[config.mk]
export PLATFORM = sky130hd
export DESIGN_NAME = apb_wrr_arbiter_flat
export DESIGN_NICKNAME = d
export VERILOG_FILES = /design/src/rtl/apb_wrr_arbiter_pkg.sv /design/src/rtl/apb_wrr_arbiter_if.sv /design/src/rtl/apb_wrr_arbiter_rr_first_one.sv /design/src/rtl/apb_wrr_arbiter.sv /design/src/flat_wrapper.sv
export SDC_FILE = /design/constraint.sdc
export NUM_CORES = 1
export LEC_CHECK = 0
export ABC_AREA = 1
export CAP_MARGIN = 20
export CORE_MARGIN = 1
export CORE_UTILIZATION = 29
export DETAILED_ROUTE_END_ITERATION = 16
export SETUP_SLACK_MARGIN = 0.5
export SYNTH_ARGS = -nofsm -noshare
export SYNTH_HDL_FRONTEND = slang
export SYNTH_SLANG_ARGS = --single-unit
[constraint.sdc]
create_clock -name PCLK -period 8.8 [get_ports PCLK]
set_input_delay 1.76 -clock PCLK [delete_from_list [all_inputs] [get_ports PCLK]]
set_output_delay 1.76 -clock PCLK [all_outputs]
set_load 0.05 [all_outputs]
[src/rtl/apb_wrr_arbiter_pkg.sv]
`default_nettype none
// ============================================================================
// Module      : apb_arb_pkg
// Description : Shared types and helpers for the APB weighted round-robin
//               arbiter.
// Revision    : 1.0 - initial release
// ============================================================================
package apb_arb_pkg;

    typedef enum logic [1:0] {
        IDLE   = 2'b00,
        SETUP  = 2'b01,
        ACCESS = 2'b10
    } state_t;

    // Width of a binary index over n items, never narrower than one bit.
    function automatic int idx_width(input int n);
        return (n > 1) ? $clog2(n) : 1;
    endfunction

endpackage
`default_nettype wire

[src/rtl/apb_wrr_arbiter_if.sv]
`default_nettype none
// ============================================================================
// Module      : apb_wrr_arbiter_if
// Description : Request/grant bundle between the APB masters, the shared
//               slave and the weighted round-robin arbiter.
// Revision    : 1.0 - initial release
// ============================================================================
interface apb_wrr_arbiter_if #(
    parameter int NUM_APB_MASTERS = 16,
    parameter int WEIGHT_WIDTH    = 4,
    parameter int TIMEOUT_WIDTH   = 12
);
    localparam int c_IDX_W = apb_arb_pkg::idx_width(NUM_APB_MASTERS);

    logic [NUM_APB_MASTERS-1:0]              req_i;
    logic [NUM_APB_MASTERS*WEIGHT_WIDTH-1:0] weight_i;
    logic [TIMEOUT_WIDTH-1:0]                timeout_cfg_i;
    logic                                    pready_i;
    logic [NUM_APB_MASTERS-1:0]              gnt_o;
    logic [c_IDX_W-1:0]                      gnt_idx_o;
    logic                                    gnt_valid_o;
    logic                                    access_o;
    logic                                    timeout_o;

    modport master (
        output req_i, weight_i, timeout_cfg_i, pready_i,
        input  gnt_o, gnt_idx_o, gnt_valid_o, access_o, timeout_o
    );

    modport slave (
        input  req_i, weight_i, timeout_cfg_i, pready_i,
        output gnt_o, gnt_idx_o, gnt_valid_o, access_o, timeout_o
    );

endinterface
`default_nettype wire

[src/rtl/apb_wrr_arbiter_rr_first_one.sv]
`default_nettype none
// ============================================================================
// Module      : rr_first_one
// Description : Finds the first set request bit at or after ptr, wrapping.
// Revision    : 1.0 - initial release
// ============================================================================
module rr_first_one #(
    parameter int WIDTH = 16,
    parameter int IDX_W = 4
) (
    input  wire logic [WIDTH-1:0] req,
    input  wire logic [IDX_W-1:0] ptr,
    output logic      [WIDTH-1:0] onehot,
    output logic      [IDX_W-1:0] idx,
    output logic                  found
);

    logic [IDX_W:0]   w_sum;
    logic [IDX_W-1:0] w_pos;

    always_comb begin
        onehot = '0;
        idx    = '0;
        found  = 1'b0;
        w_sum  = '0;
        w_pos  = '0;
        for (int k = 0; k < WIDTH; k++) begin
            // Extra sum bit keeps ptr+k from overflowing before the wrap.
            w_sum = {1'b0, ptr} + (IDX_W+1)'(k);
            if (w_sum >= (IDX_W+1)'(WIDTH)) begin
                w_sum = w_sum - (IDX_W+1)'(WIDTH);
            end
            w_pos = w_sum[IDX_W-1:0];
            if (!found && req[w_pos]) begin
                found         = 1'b1;
                onehot[w_pos] = 1'b1;
                idx           = w_pos;
            end
        end
    end

endmodule
`default_nettype wire

[src/rtl/apb_wrr_arbiter.sv]
`default_nettype none
// ============================================================================
// Module      : apb_wrr_arbiter
// Description : Weighted round-robin grant and SETUP/ACCESS sequencer for a
//               shared APB slave, with per-master credits and ACCESS watchdog.
// Revision    : 1.0 - initial release
// ============================================================================
module apb_wrr_arbiter
    import apb_arb_pkg::*;
#(
    parameter int NUM_APB_MASTERS = 16,
    parameter int WEIGHT_WIDTH    = 4,
    parameter int TIMEOUT_WIDTH   = 12
) (
    input wire logic         PCLK,
    input wire logic         PRESET,
    apb_wrr_arbiter_if.slave bus
);

    localparam int c_IDX_W = idx_width(NUM_APB_MASTERS);

    state_t                     r_state;
    state_t                     w_state_next;
    logic [NUM_APB_MASTERS-1:0] r_gnt;
    logic [c_IDX_W-1:0]         r_gnt_idx;
    logic                       r_timeout;
    logic [c_IDX_W-1:0]         r_ptr;
    logic [TIMEOUT_WIDTH-1:0]   r_wdog;
    logic [WEIGHT_WIDTH-1:0]    r_credit [NUM_APB_MASTERS];

    logic [WEIGHT_WIDTH-1:0]    w_reload [NUM_APB_MASTERS];
    logic [NUM_APB_MASTERS-1:0] w_win_onehot;
    logic [c_IDX_W-1:0]         w_win_idx;
    logic                       w_win_found;
    logic                       w_grant;
    logic                       w_done;
    logic                       w_abort;
    logic                       w_wdog_hit;
    logic [c_IDX_W-1:0]         w_ptr_next_master;

    rr_first_one #(
        .WIDTH (NUM_APB_MASTERS),
        .IDX_W (c_IDX_W)
    ) u_rr_first_one (
        .req    (bus.req_i),
        .ptr    (r_ptr),
        .onehot (w_win_onehot),
        .idx    (w_win_idx),
        .found  (w_win_found)
    );

    // A zero weight still earns one transfer per turn.
    generate
        for (genvar i = 0; i < NUM_APB_MASTERS; i++) begin : g_reload
            assign w_reload[i] = (bus.weight_i[i*WEIGHT_WIDTH +: WEIGHT_WIDTH] == '0)
                               ? WEIGHT_WIDTH'(1)
                               : bus.weight_i[i*WEIGHT_WIDTH +: WEIGHT_WIDTH];
        end
    endgenerate

    assign w_wdog_hit = (bus.timeout_cfg_i != '0) &&
                        (r_wdog == (bus.timeout_cfg_i - TIMEOUT_WIDTH'(1)));

    assign w_ptr_next_master = (r_gnt_idx == c_IDX_W'(NUM_APB_MASTERS - 1))
                             ? '0 : (r_gnt_idx + c_IDX_W'(1));

    always_ff @(posedge PCLK) begin
        if (PRESET) begin
            r_state <= IDLE;
        end else begin
            r_state <= w_state_next;
        end
    end

    // Completion is checked before the watchdog so a late PREADY still wins.
    always_comb begin
        w_state_next = r_state;
        w_grant      = 1'b0;
        w_done       = 1'b0;
        w_abort      = 1'b0;
        unique case (r_state)
            IDLE: begin
                if (w_win_found) begin
                    w_state_next = SETUP;
                    w_grant      = 1'b1;
                end
            end
            SETUP: begin
                w_state_next = ACCESS;
            end
            ACCESS: begin
                if (bus.pready_i) begin
                    w_state_next = IDLE;
                    w_done       = 1'b1;
                end else if (w_wdog_hit) begin
                    w_state_next = IDLE;
                    w_abort      = 1'b1;
                end
            end
            default: begin
                w_state_next = IDLE;
            end
        endcase
    end

    always_ff @(posedge PCLK) begin
        if (PRESET) begin
            r_gnt     <= '0;
            r_gnt_idx <= '0;
            r_timeout <= 1'b0;
            r_ptr     <= '0;
            r_wdog    <= '0;
            for (int i = 0; i < NUM_APB_MASTERS; i++) begin
                r_credit[i] <= w_reload[i];
            end
        end else begin
            r_timeout <= w_abort;

            if (w_grant) begin
                r_gnt     <= w_win_onehot;
                r_gnt_idx <= w_win_idx;
            end else if (w_done || w_abort) begin
                r_gnt <= '0;
            end

            if (w_grant) begin
                r_wdog <= '0;
            end else if ((r_state == ACCESS) && (r_wdog != '1)) begin
                r_wdog <= r_wdog + TIMEOUT_WIDTH'(1);
            end

            // Spare credit keeps priority; the last credit or an abort rotates.
            if (w_done && (r_credit[r_gnt_idx] > WEIGHT_WIDTH'(1))) begin
                r_credit[r_gnt_idx] <= r_credit[r_gnt_idx] - WEIGHT_WIDTH'(1);
                r_ptr               <= r_gnt_idx;
            end else if (w_done || w_abort) begin
                r_credit[r_gnt_idx] <= w_reload[r_gnt_idx];
                r_ptr               <= w_ptr_next_master;
            end
        end
    end

    assign bus.gnt_o       = r_gnt;
    assign bus.gnt_idx_o   = r_gnt_idx;
    assign bus.gnt_valid_o = (r_state != IDLE);
    assign bus.access_o    = (r_state == ACCESS);
    assign bus.timeout_o   = r_timeout;

endmodule
`default_nettype wire

[src/flat_wrapper.sv]
// flat-port wrapper written by rule: the top's interface ports become plain ports
module apb_wrr_arbiter_flat import apb_arb_pkg::*;
#(
    parameter int NUM_APB_MASTERS = 16,
    parameter int WEIGHT_WIDTH    = 4,
    parameter int TIMEOUT_WIDTH   = 12
)
  (PCLK, PRESET, bus_req_i, bus_weight_i, bus_timeout_cfg_i, bus_pready_i, bus_gnt_o, bus_gnt_idx_o, bus_gnt_valid_o, bus_access_o, bus_timeout_o);
  apb_wrr_arbiter_if #(.NUM_APB_MASTERS(NUM_APB_MASTERS), .WEIGHT_WIDTH(WEIGHT_WIDTH), .TIMEOUT_WIDTH(TIMEOUT_WIDTH)) bus_i ();
  input wire logic PCLK;
  input wire logic PRESET;
  input wire logic [$bits(bus_i.req_i)-1:0] bus_req_i;
  input wire logic [$bits(bus_i.weight_i)-1:0] bus_weight_i;
  input wire logic [$bits(bus_i.timeout_cfg_i)-1:0] bus_timeout_cfg_i;
  input wire logic [$bits(bus_i.pready_i)-1:0] bus_pready_i;
  output wire logic [$bits(bus_i.gnt_o)-1:0] bus_gnt_o;
  output wire logic [$bits(bus_i.gnt_idx_o)-1:0] bus_gnt_idx_o;
  output wire logic [$bits(bus_i.gnt_valid_o)-1:0] bus_gnt_valid_o;
  output wire logic [$bits(bus_i.access_o)-1:0] bus_access_o;
  output wire logic [$bits(bus_i.timeout_o)-1:0] bus_timeout_o;
  assign bus_i.req_i = bus_req_i;
  assign bus_i.weight_i = bus_weight_i;
  assign bus_i.timeout_cfg_i = bus_timeout_cfg_i;
  assign bus_i.pready_i = bus_pready_i;
  assign bus_gnt_o = bus_i.gnt_o;
  assign bus_gnt_idx_o = bus_i.gnt_idx_o;
  assign bus_gnt_valid_o = bus_i.gnt_valid_o;
  assign bus_access_o = bus_i.access_o;
  assign bus_timeout_o = bus_i.timeout_o;
  apb_wrr_arbiter #(.NUM_APB_MASTERS(NUM_APB_MASTERS), .WEIGHT_WIDTH(WEIGHT_WIDTH), .TIMEOUT_WIDTH(TIMEOUT_WIDTH)) u_core (.PCLK(PCLK), .PRESET(PRESET), .bus(bus_i));
endmodule
==> results of run 1 <==
metal layers:
layer	share of wire [%]	routed length, um	vias to the layer above
met1	40	17800	5785
li1	-	-	5949
met3	8.7	3870	120
met2	48	21300	702
met5	0	0	-
met4	3.7	1640	0
path summary, 6_finish.rpt:
kind                                           start              endpoint  slack [ns]
worst max-delay path                 u_core.r_ptr[1]                  flop        3.40
worst min-delay path            u_core.bus.gnt_o[13]  u_core.bus.gnt_o[13]        0.46
worst max register to register       u_core.r_ptr[1]                  flop        3.40
worst min register to register  u_core.bus.gnt_o[13]  u_core.bus.gnt_o[13]        0.46
cells by family (layout without fill, tap and decap cells):
logic type	after synthesis	count (layout)	share of synthesized area (%)
xor+xnor	22	22	2.27
flops	107	107	25.9
compound gates	249	249	13.3
fa+ha+maj	21	21	2.45
mux	16	16	1.49
buf+inv	257	331	9.64
simple gates	1068	1068	44.9
critical path: stages, from the launching register on:
cell      delay (ns)
dfxtp_1         0.32
buf_4           0.27
inv_2           0.24
ha_1            0.78
clkinv_1        0.64
nand3_1         0.30
nand2_1         0.12
nand2_1         0.09
nand2_2         0.29
nor2_8          0.29
nand4_4         0.15
nor2_1          0.12
nand3b_1        0.62
o21ai_1         0.35
nand3_1         0.10
nor2_1          0.11
nand3_1         0.07
nor2_1          0.15
nand2_1         0.07
nand2_1         0.09
nand2_1         0.07
power groups by stage:
stage / sequential, mW / clock (mW) / combinational (mW)
6_report: 0.596 / 0.395 / 0.647
5_1_grt: 0.600 / 0.418 / 0.692
4_1_cts: 0.596 / 0.402 / 0.634
3_5_place_dp: 0.607 / 0 / 0.632
3_3_place_gp: 0.607 / 0 / 0.629
2_1_floorplan: 0.601 / 0 / 0.396
final cells by class:
class	instances	area (um^2)	share of cell area [%]
Multi-Input combinational cell	1376	6920	55.2
Sequential cell	107	2780	22.2
Timing Repair Buffer	127	1250	9.95
Inverter	188	706	5.63
Tap cell	468	586	4.67
Clock buffer	11	254	2.03
Clock inverter	5	31.3	0.250
registers in the layout, summed over array words and instances, names as in the netlist, named ones only:
register	flops
u_core.r_credit	64
u_core.bus.gnt_o	16
u_core.r_state	2
u_core.r_ptr	4
u_core.r_wdog	12
u_core.bus.gnt_idx_o	4
u_core.bus.timeout_o	1
cells in the mapped netlist (21+ instances only):
cell type,count
a21oi_1,67
clkbuf_1,40
dfxtp_1,43
edfxtp_1,64
ha_1,21
inv_1,162
nand2_1,428
nand3_1,232
nand4_1,38
nor2_1,261
nor3_1,50
o21ai_0,109
metrics by stage:
step                      area, um^2  utilization [%]  power [mW]
after floorplan                10700                -       0.998
after global placement         12200             33.5        1.24
after detailed placement       12200             33.5        1.24
after CTS                      12500             34.3        1.63
after global routing           12500             34.3        1.71
final                          12500             34.3        1.64
==> results_dict.tcl, run 1 <==
set metrics [dict create \
    crit_arrival_ns 5.64 \
    clk_path_buf_depth 2 \
    syn_area_per_cell_um2 6.17 \
    whs_ns 0.460 \
    fin_setup_tns_ns 0 \
    grt_max_degree 49 \
    top_usage_layer "met2" \
    hold_buffers 0 \
    synth_warnings 0 \
    worstRegToRegCells 20 \
    cts_made_buffers 9 \
    comb_power_share_pct 39.5 \
    post-cts-setup-buffers 0 \
    grt_pass1_wl_mm 67.7 \
    numClockSinks 107 \
    setup_viol 0 \
    die_area_um2 37800 \
    wl_mm 44.6 \
    maxCapViolations 0 \
    die_h_um 194 \
    worst_pin_slew_ns 1.13 \
    fin_ws_ns 3.40 \
    cts_resized 0 \
    ys_seq_area_share_pct 25.9 \
    met3_usage_pct 3.63 \
    synth_flop_cell "edfxtp_1" \
    ir_drop_mv 0.0932 \
    synthArstFlopShare_pct 0 \
    cts_max_level 3 \
    pwr-share-seq_pct 36.4 \
    final_common_cell "nand2_1" \
    clk_pin_slew_worst_paths_ns 0.07 \
    rows 70 \
    maxSlewViolCount 0 \
    p_leak_nw 5.28 \
    wl_per_cell_um 19.5 \
    cts_root_buf "clkbuf_16" \
    hold_class "flop to flop" \
    dp_hpwl_mm 33.7 \
    critPathCaptureType "flop" \
    vias_per_cell 5.50 \
    synth_top_cell_by_area "edfxtp_1" \
    synth_nets 1856 \
    synth-seq-cells 107 \
    rsz0062_at_grt "no" \
    slew_headroom_pct 24.9 \
    crit_fanout 20 \
    fmax_mhz 185 \
    power-per-cell-area_nw_per_um2 131 \
    portBuffers 117 \
    status "finished clean" \
    grtUsageMet1_pct 28.5 \
    clock_power_share_pct 24.1 \
    dp.cells 2266 \
    fin_cells 2282 \
    synth_edf_count 64 \
    grt_remaining_overflow 0 \
    place.gp.congestion 0.975 \
    synth_cell_types 54 \
    drcViolationCount 0 \
    p_sw_share_pct 41.4 \
    first_iter_violations 1597 \
    coreArea_um2 36500 \
    grt_antenna_before_repair 0 \
    clkLatencyLatePin_ns 0.35 \
    place_ws_ns 3.11 \
    detail_route.first_pass.iterations 10 \
    synth_top_cells_by_area "edfxtp_1 18%, nand2_1 15%, nand3_1 11%" \
    skew_ns 0.00515 \
    fin_crit_sh_pct 61.4 \
    synth_cells 1740 \
    io_pins 118 \
    crit_type "flop to flop" \
    cp.required_ns 9.04 \
    final_cell_mix "428 x nand2_1, 260 x nor2_1, 232 x nand3_1" \
    start_util_pct 29.4 \
    num_antenna_cells 0 \
    use_met2_pct 39.4 \
    hold_violations 0 \
    grt_pass1_vias 11800 \
    syn_area_um2 10700 \
    nFillCells 3961 \
    holdPathStages 2 \
    min_period_ns 5.40 \
    vias 12600 \
    synth_top_area_share_pct 17.9 \
    cts_tree "built" \
    syn2layout_area_growth_pct 16.7 \
    startpoint_type "flop" \
    drive_gt1_share_pct 5.95 \
    ant_nets 0 \
    internal_power_uw 959 \
    grt_usage_pct 22.9 \
    dieWidth_um 194 \
    p_switching_uw 679 \
    fin_nets 1925 \
]
Power figures use the tool's default switching activity.
==> run 2: changes to the inputs <==
==> constraint.sdc (replaced) <==
create_clock -name PCLK -period 4.6 [get_ports PCLK]
set_input_delay 0.92 -clock PCLK [delete_from_list [all_inputs] [get_ports PCLK]]
set_output_delay 0.92 -clock PCLK [all_outputs]
set_load 0.05 [all_outputs]
==> results_dict.tcl, run 2 (synthesis gave the netlist of run 1 again) <==
set metrics [dict create \
    rows 70 \
    p_total_mw 3.31 \
    first_iter_violations 1404 \
    syn2layout_area_growth_pct 21.3 \
    largest_register "u_core.r_credit" \
    setup_viol 0 \
    min_period_ns 3.88 \
    ant_nets 0 \
    place_ws_ns 0.0885 \
    wl_mm 44.1 \
    grt_max_degree 49 \
    placed_cell_area_um2 12500 \
    worst-path-buf-inv 3 \
    critPathTopFamily "simple AND/OR/NAND/NOR gates" \
    vias_per_cell 5.44 \
    startpoint_type "primary input" \
    fin_ws_ns 0.718 \
    nFillCells 3905 \
    wl_per_cell_um 19.0 \
    fmax_mhz 258 \
    grt_remaining_overflow 0 \
    slowest_delay_ns 0.44 \
    hold_class "flop to flop" \
    dieWidth_um 194 \
    cts_root_buf "clkbuf_16" \
    fin_nets 1971 \
    grt_usage_pct 23.0 \
    num_antenna_cells 0 \
    fin_crit_sh_pct 84.4 \
    grt_antenna_before_repair 1 \
    crit_arrival_ns 4.17 \
    clk_pin_slew_worst_paths_ns 0.08 \
    final_core_util_pct 35.6 \
    drcViolationCount 0 \
    coreArea_um2 36500 \
    place.gp.congestion 1.02 \
    cts_tree "built" \
    io_pins 118 \
    whs_ns 0.452 \
    rsz0062_at_grt "no" \
    post-route-cell-area_um2 13000 \
    power-per-cell-area_nw_per_um2 254 \
    largest_reg_flops 64 \
    start_util_pct 29.4 \
    vias 12700 \
    die_area_um2 37800 \
    slew_headroom_pct 52.8 \
    status "finished clean" \
    cp.required_ns 4.89 \
    final_common_cell "nand2_1" \
    maxSlewViolCount 0 \
    cts_made_buffers 9 \
    slowest_stage "clkdlybuf4s50_1" \
    hold_buffers 0 \
    critPathCaptureType "flop" \
    final_cell_mix "423 x nand2_1, 255 x nor2_1, 231 x nand3_1" \
    fin_setup_tns_ns 0 \
    drive_gt1_share_pct 9.14 \
    die_h_um 194 \
    cts_max_level 3 \
    grt_pass1_wl_mm 68.4 \
    crit_fanout 13 \
    fin_cells 2328 \
    clkLatencyLatePin_ns 0.36 \
    r2r_setup_slack_ns 0.77 \
    ir_drop_mv 0.256 \
    crit_type "primary input to flop" \
    skew_ns 0.0154 \
    hold_violations 0 \
    clk_path_buf_depth 2 \
    dp_hpwl_mm 34.1 \
    dp.cells 2306 \
    detail_route.first_pass.iterations 7 \
    maxCapViolations 0 \
    p_leak_nw 5.52 \
    portBuffers 117 \
    numClockSinks 107 \
    grt_pass1_vias 12200 \
    worst_pin_slew_ns 0.703 \
    worstPathCellList "clkdlybuf4s50_1, nand2_1, nand3_1, nand3_1, nand2_1, nand2_4, nand2_4, inv_2, nand4_4, nor2_4, nand4_4, nor2_8, nand3_4, nor2_4, buf_4, nand2_1, nand3_1, nor2_1, nand3_1, nand2_1, a21oi_1" \
]
==> run 2: what timing repair did <==
item	in CTS	in global routing
cloned	0	1
pin swaps	0	5
gates resized for setup	3	26
setup endpoints to repair	17	123
setup buffers	1	4
==> run 2: final cells by class <==
| cell class | count | area, um^2 | area share [%] |
|---|---|---|---|
| inverters | 188 | 724 | 5.57 |
| well taps | 468 | 586 | 4.50 |
| clock inverters | 6 | 57.6 | 0.442 |
| flip-flops and latches | 107 | 2790 | 21.4 |
| multi-input cells | 1377 | 7020 | 53.9 |
| repair buffers | 172 | 1600 | 12.3 |
| clock buffers | 10 | 250 | 1.92 |
==> run 2: tightest hold or removal path: stages (launching register included) <==
cell     delay (ns)
dfxtp_1        0.31
nand2_1        0.06
nand2_1        0.04
==> run 2: worst paths after layout <==
path / to / from / cells after the start
setup / recovery: u_core.bus.gnt_o[1] / bus_req_i[11] / 21
hold / removal: u_core.bus.gnt_o[10] / u_core.bus.gnt_o[10] / 2
setup reg to reg: u_core.bus.gnt_o[1] / u_core.r_ptr[1] / 19
hold reg to reg: u_core.bus.gnt_o[10] / u_core.bus.gnt_o[10] / 2
==> run 2: power breakdown <==
group	internal (mW)	switching, mW	leakage (nW)
Sequential	1.08	0.0597	0.975
Combinational	0.425	0.936	4.39
Clock	0.416	0.393	0.153
Total	1.92	1.39	5.52
==> run 2: layer usage <==
metal	track usage, %	vias to the layer above	share of wire (%)
met1	29.5	5752	40
met3	3.42	108	10
met4	8.70	2	3.4
li1	-	6053	-
met5	0	-	0.020
met2	39.0	743	46
==> run 3: changes to the inputs <==
==> constraint.sdc (replaced) <==
create_clock -name PCLK -period 3.7 [get_ports PCLK]
set_input_delay 0.74 -clock PCLK [delete_from_list [all_inputs] [get_ports PCLK]]
set_output_delay 0.74 -clock PCLK [all_outputs]
set_load 0.05 [all_outputs]
==> results_dict.tcl, run 3 (synthesis gave the netlist of run 1 again) <==
set metrics [dict create \
    fmax_mhz 302 \
    ir_drop_mv 0.241 \
    holdPathStages 2 \
    final_core_util_pct 44.2 \
    hold_end "u_core.bus.gnt_o[5]" \
    slowest_delay_ns 0.40 \
    grt_remaining_overflow 0 \
    clk_path_buf_depth 2 \
    clock_power_share_pct 21.5 \
    power-per-cell-area_nw_per_um2 303 \
    drcViolationCount 0 \
    p_sw_share_pct 40.8 \
    r2r_setup_slack_ns 0.39 \
    place.gp.congestion 1.02 \
    detail_route.first_pass.iterations 7 \
    startpoint_type "flop" \
    wl_mm 48.9 \
    wl_per_cell_um 19.6 \
    die_h_um 194 \
    grt_max_degree 25 \
    clk_pin_slew_worst_paths_ns 0.08 \
    die_area_um2 37800 \
    syn2layout_area_growth_pct 50.6 \
    min_period_ns 3.31 \
    clkLatencyLatePin_ns 0.37 \
    io_pins 118 \
    internal_power_mw 2.89 \
    critPathCaptureType "flop" \
    hold_start "u_core.bus.gnt_o[5]" \
    cts_root_buf "clkbuf_16" \
    numClockSinks 107 \
    final_cell_mix "369 x nand2_1, 198 x nor2_1, 162 x buf_4" \
    maxSlewViolCount 0 \
    fin_crit_sh_pct 89.5 \
    cts_tree "built" \
    hold_class "flop to flop" \
    coreArea_um2 36500 \
    worst_pin_slew_ns 0.676 \
    largest_register "u_core.r_credit" \
    num_antenna_cells 0 \
    fin_ws_ns 0.388 \
    cts_max_level 3 \
    hold_violations 0 \
    ant_nets 0 \
    crit_arrival_ns 3.62 \
    worst-path-buf-inv 8 \
    comb_power_share_pct 49.8 \
    portBuffers 117 \
    vias 13900 \
    p_switching_mw 2.00 \
    critPathTopFamily "simple AND/OR/NAND/NOR gates" \
    grt_antenna_before_repair 0 \
    slowest_stage "dfxtp_4" \
    rsz0062_at_grt "yes" \
    maxCapViolations 0 \
    fin_nets 2140 \
    start_util_pct 29.4 \
    cts_made_buffers 9 \
    slew_headroom_pct 54.8 \
    final_common_cell "nand2_1" \
    first_iter_violations 1755 \
    pwr-share-seq_pct 28.7 \
    largest_reg_flops 64 \
    cp.required_ns 4.01 \
    setup_viol 0 \
    dieWidth_um 194 \
    p_leak_nw 7.23 \
    skew_ns 0.00845 \
    worstRegToRegCells 25 \
    hold_buffers 0 \
    vias_per_cell 5.55 \
    place_ws_ns -0.352 \
    grt_pass1_vias 12900 \
    dp_hpwl_mm 35.0 \
    crit_type "flop to flop" \
    drive_gt1_share_pct 29.3 \
    cpMostUsedCell "nand3_4" \
    grt_usage_pct 23.7 \
    reg2reg_from "u_core.r_ptr[1]" \
    crit_fanout 5 \
    status "finished clean" \
    rows 70 \
    grt_pass1_wl_mm 70.6 \
]
-- run 3: worst reg2reg max path: cells and delay by family, from the launching register on --
kind	cells	cell delay (ns)
and+or+nand+nor	15	1.68
AOI/OAI and AO/OA	1	0.11
DFF	1	0.40
buffers and inverters	8	0.75
adders and majority gates	1	0.33
-- run 3: layout make-up --
class                      instances  area, um^2
fill                            3624       20400
timing repair inverter             3        21.3
tap                              468         586
sequential                       107        2790
multi-input combinational       1377        8280
clock buffer                      12         300
timing repair buffer             338        3400
inverter                         188         749
clock inverter                     4        32.5
-- run 3: layer usage --
metal	up-vias	wire, um	track usage [%]
met5	-	0	0
met4	0	2480	8.97
met3	204	4760	4.18
met2	888	23400	41.3
met1	6385	18300	29.0
li1	6391	-	-
-- run 3: worst max path at each step --
stage	start	end	slack, ns	depth (start not counted)
finish	u_core.r_ptr[1]	flop	0.39	25
detailed placement	bus_timeout_cfg_i[0]	u_core.r_credit[13][3]	-0.35	18
CTS	bus_req_i[11]	u_core.bus.gnt_o[0]	0.49	23
global placement	bus_timeout_cfg_i[0]	u_core.r_credit[6][0]	-0.30	20
global route	u_core.r_ptr[1]	u_core.bus.gnt_idx_o[1]	0.25	25
floorplan	bus_timeout_cfg_i[1]	u_core.r_credit[6][0]	0.50	21
-- run 3: power by group through the flow --
stage | Combinational, mW | Clock (mW) | Sequential (mW)
after detailed placement | 1.83 | 0 | 1.43
after floorplan | 0.956 | 0 | 1.43
final | 2.43 | 1.05 | 1.40
after global routing | 2.54 | 1.10 | 1.41
after global placement | 1.83 | 0 | 1.43
after CTS | 1.94 | 1.06 | 1.40
-- run 3: through the flow --
step | hold WS, ns | area (um^2) | total power, mW | instances | TNS [ns]
final | 0.448 | 16200 | 4.89 | 2497 | 0
after global routing | 0.470 | 16200 | 5.05 | 2497 | 0
after CTS | 0.459 | 14200 | 4.41 | 2436 | 0
after detailed placement | 0.447 | 13400 | 3.26 | 2396 | -33.35
after global placement | 0.441 | 13400 | 3.26 | 2396 | -26.15
after floorplan | 0.478 | 10800 | 2.39 | 1740 | 0
-- run 3: repair_timing --
action	in CTS	in global routing
buffers inserted	21	52
resized for setup	94	383
endpoints found under the setup margin	159	165
gates cloned	3	9
pin swaps	33	130
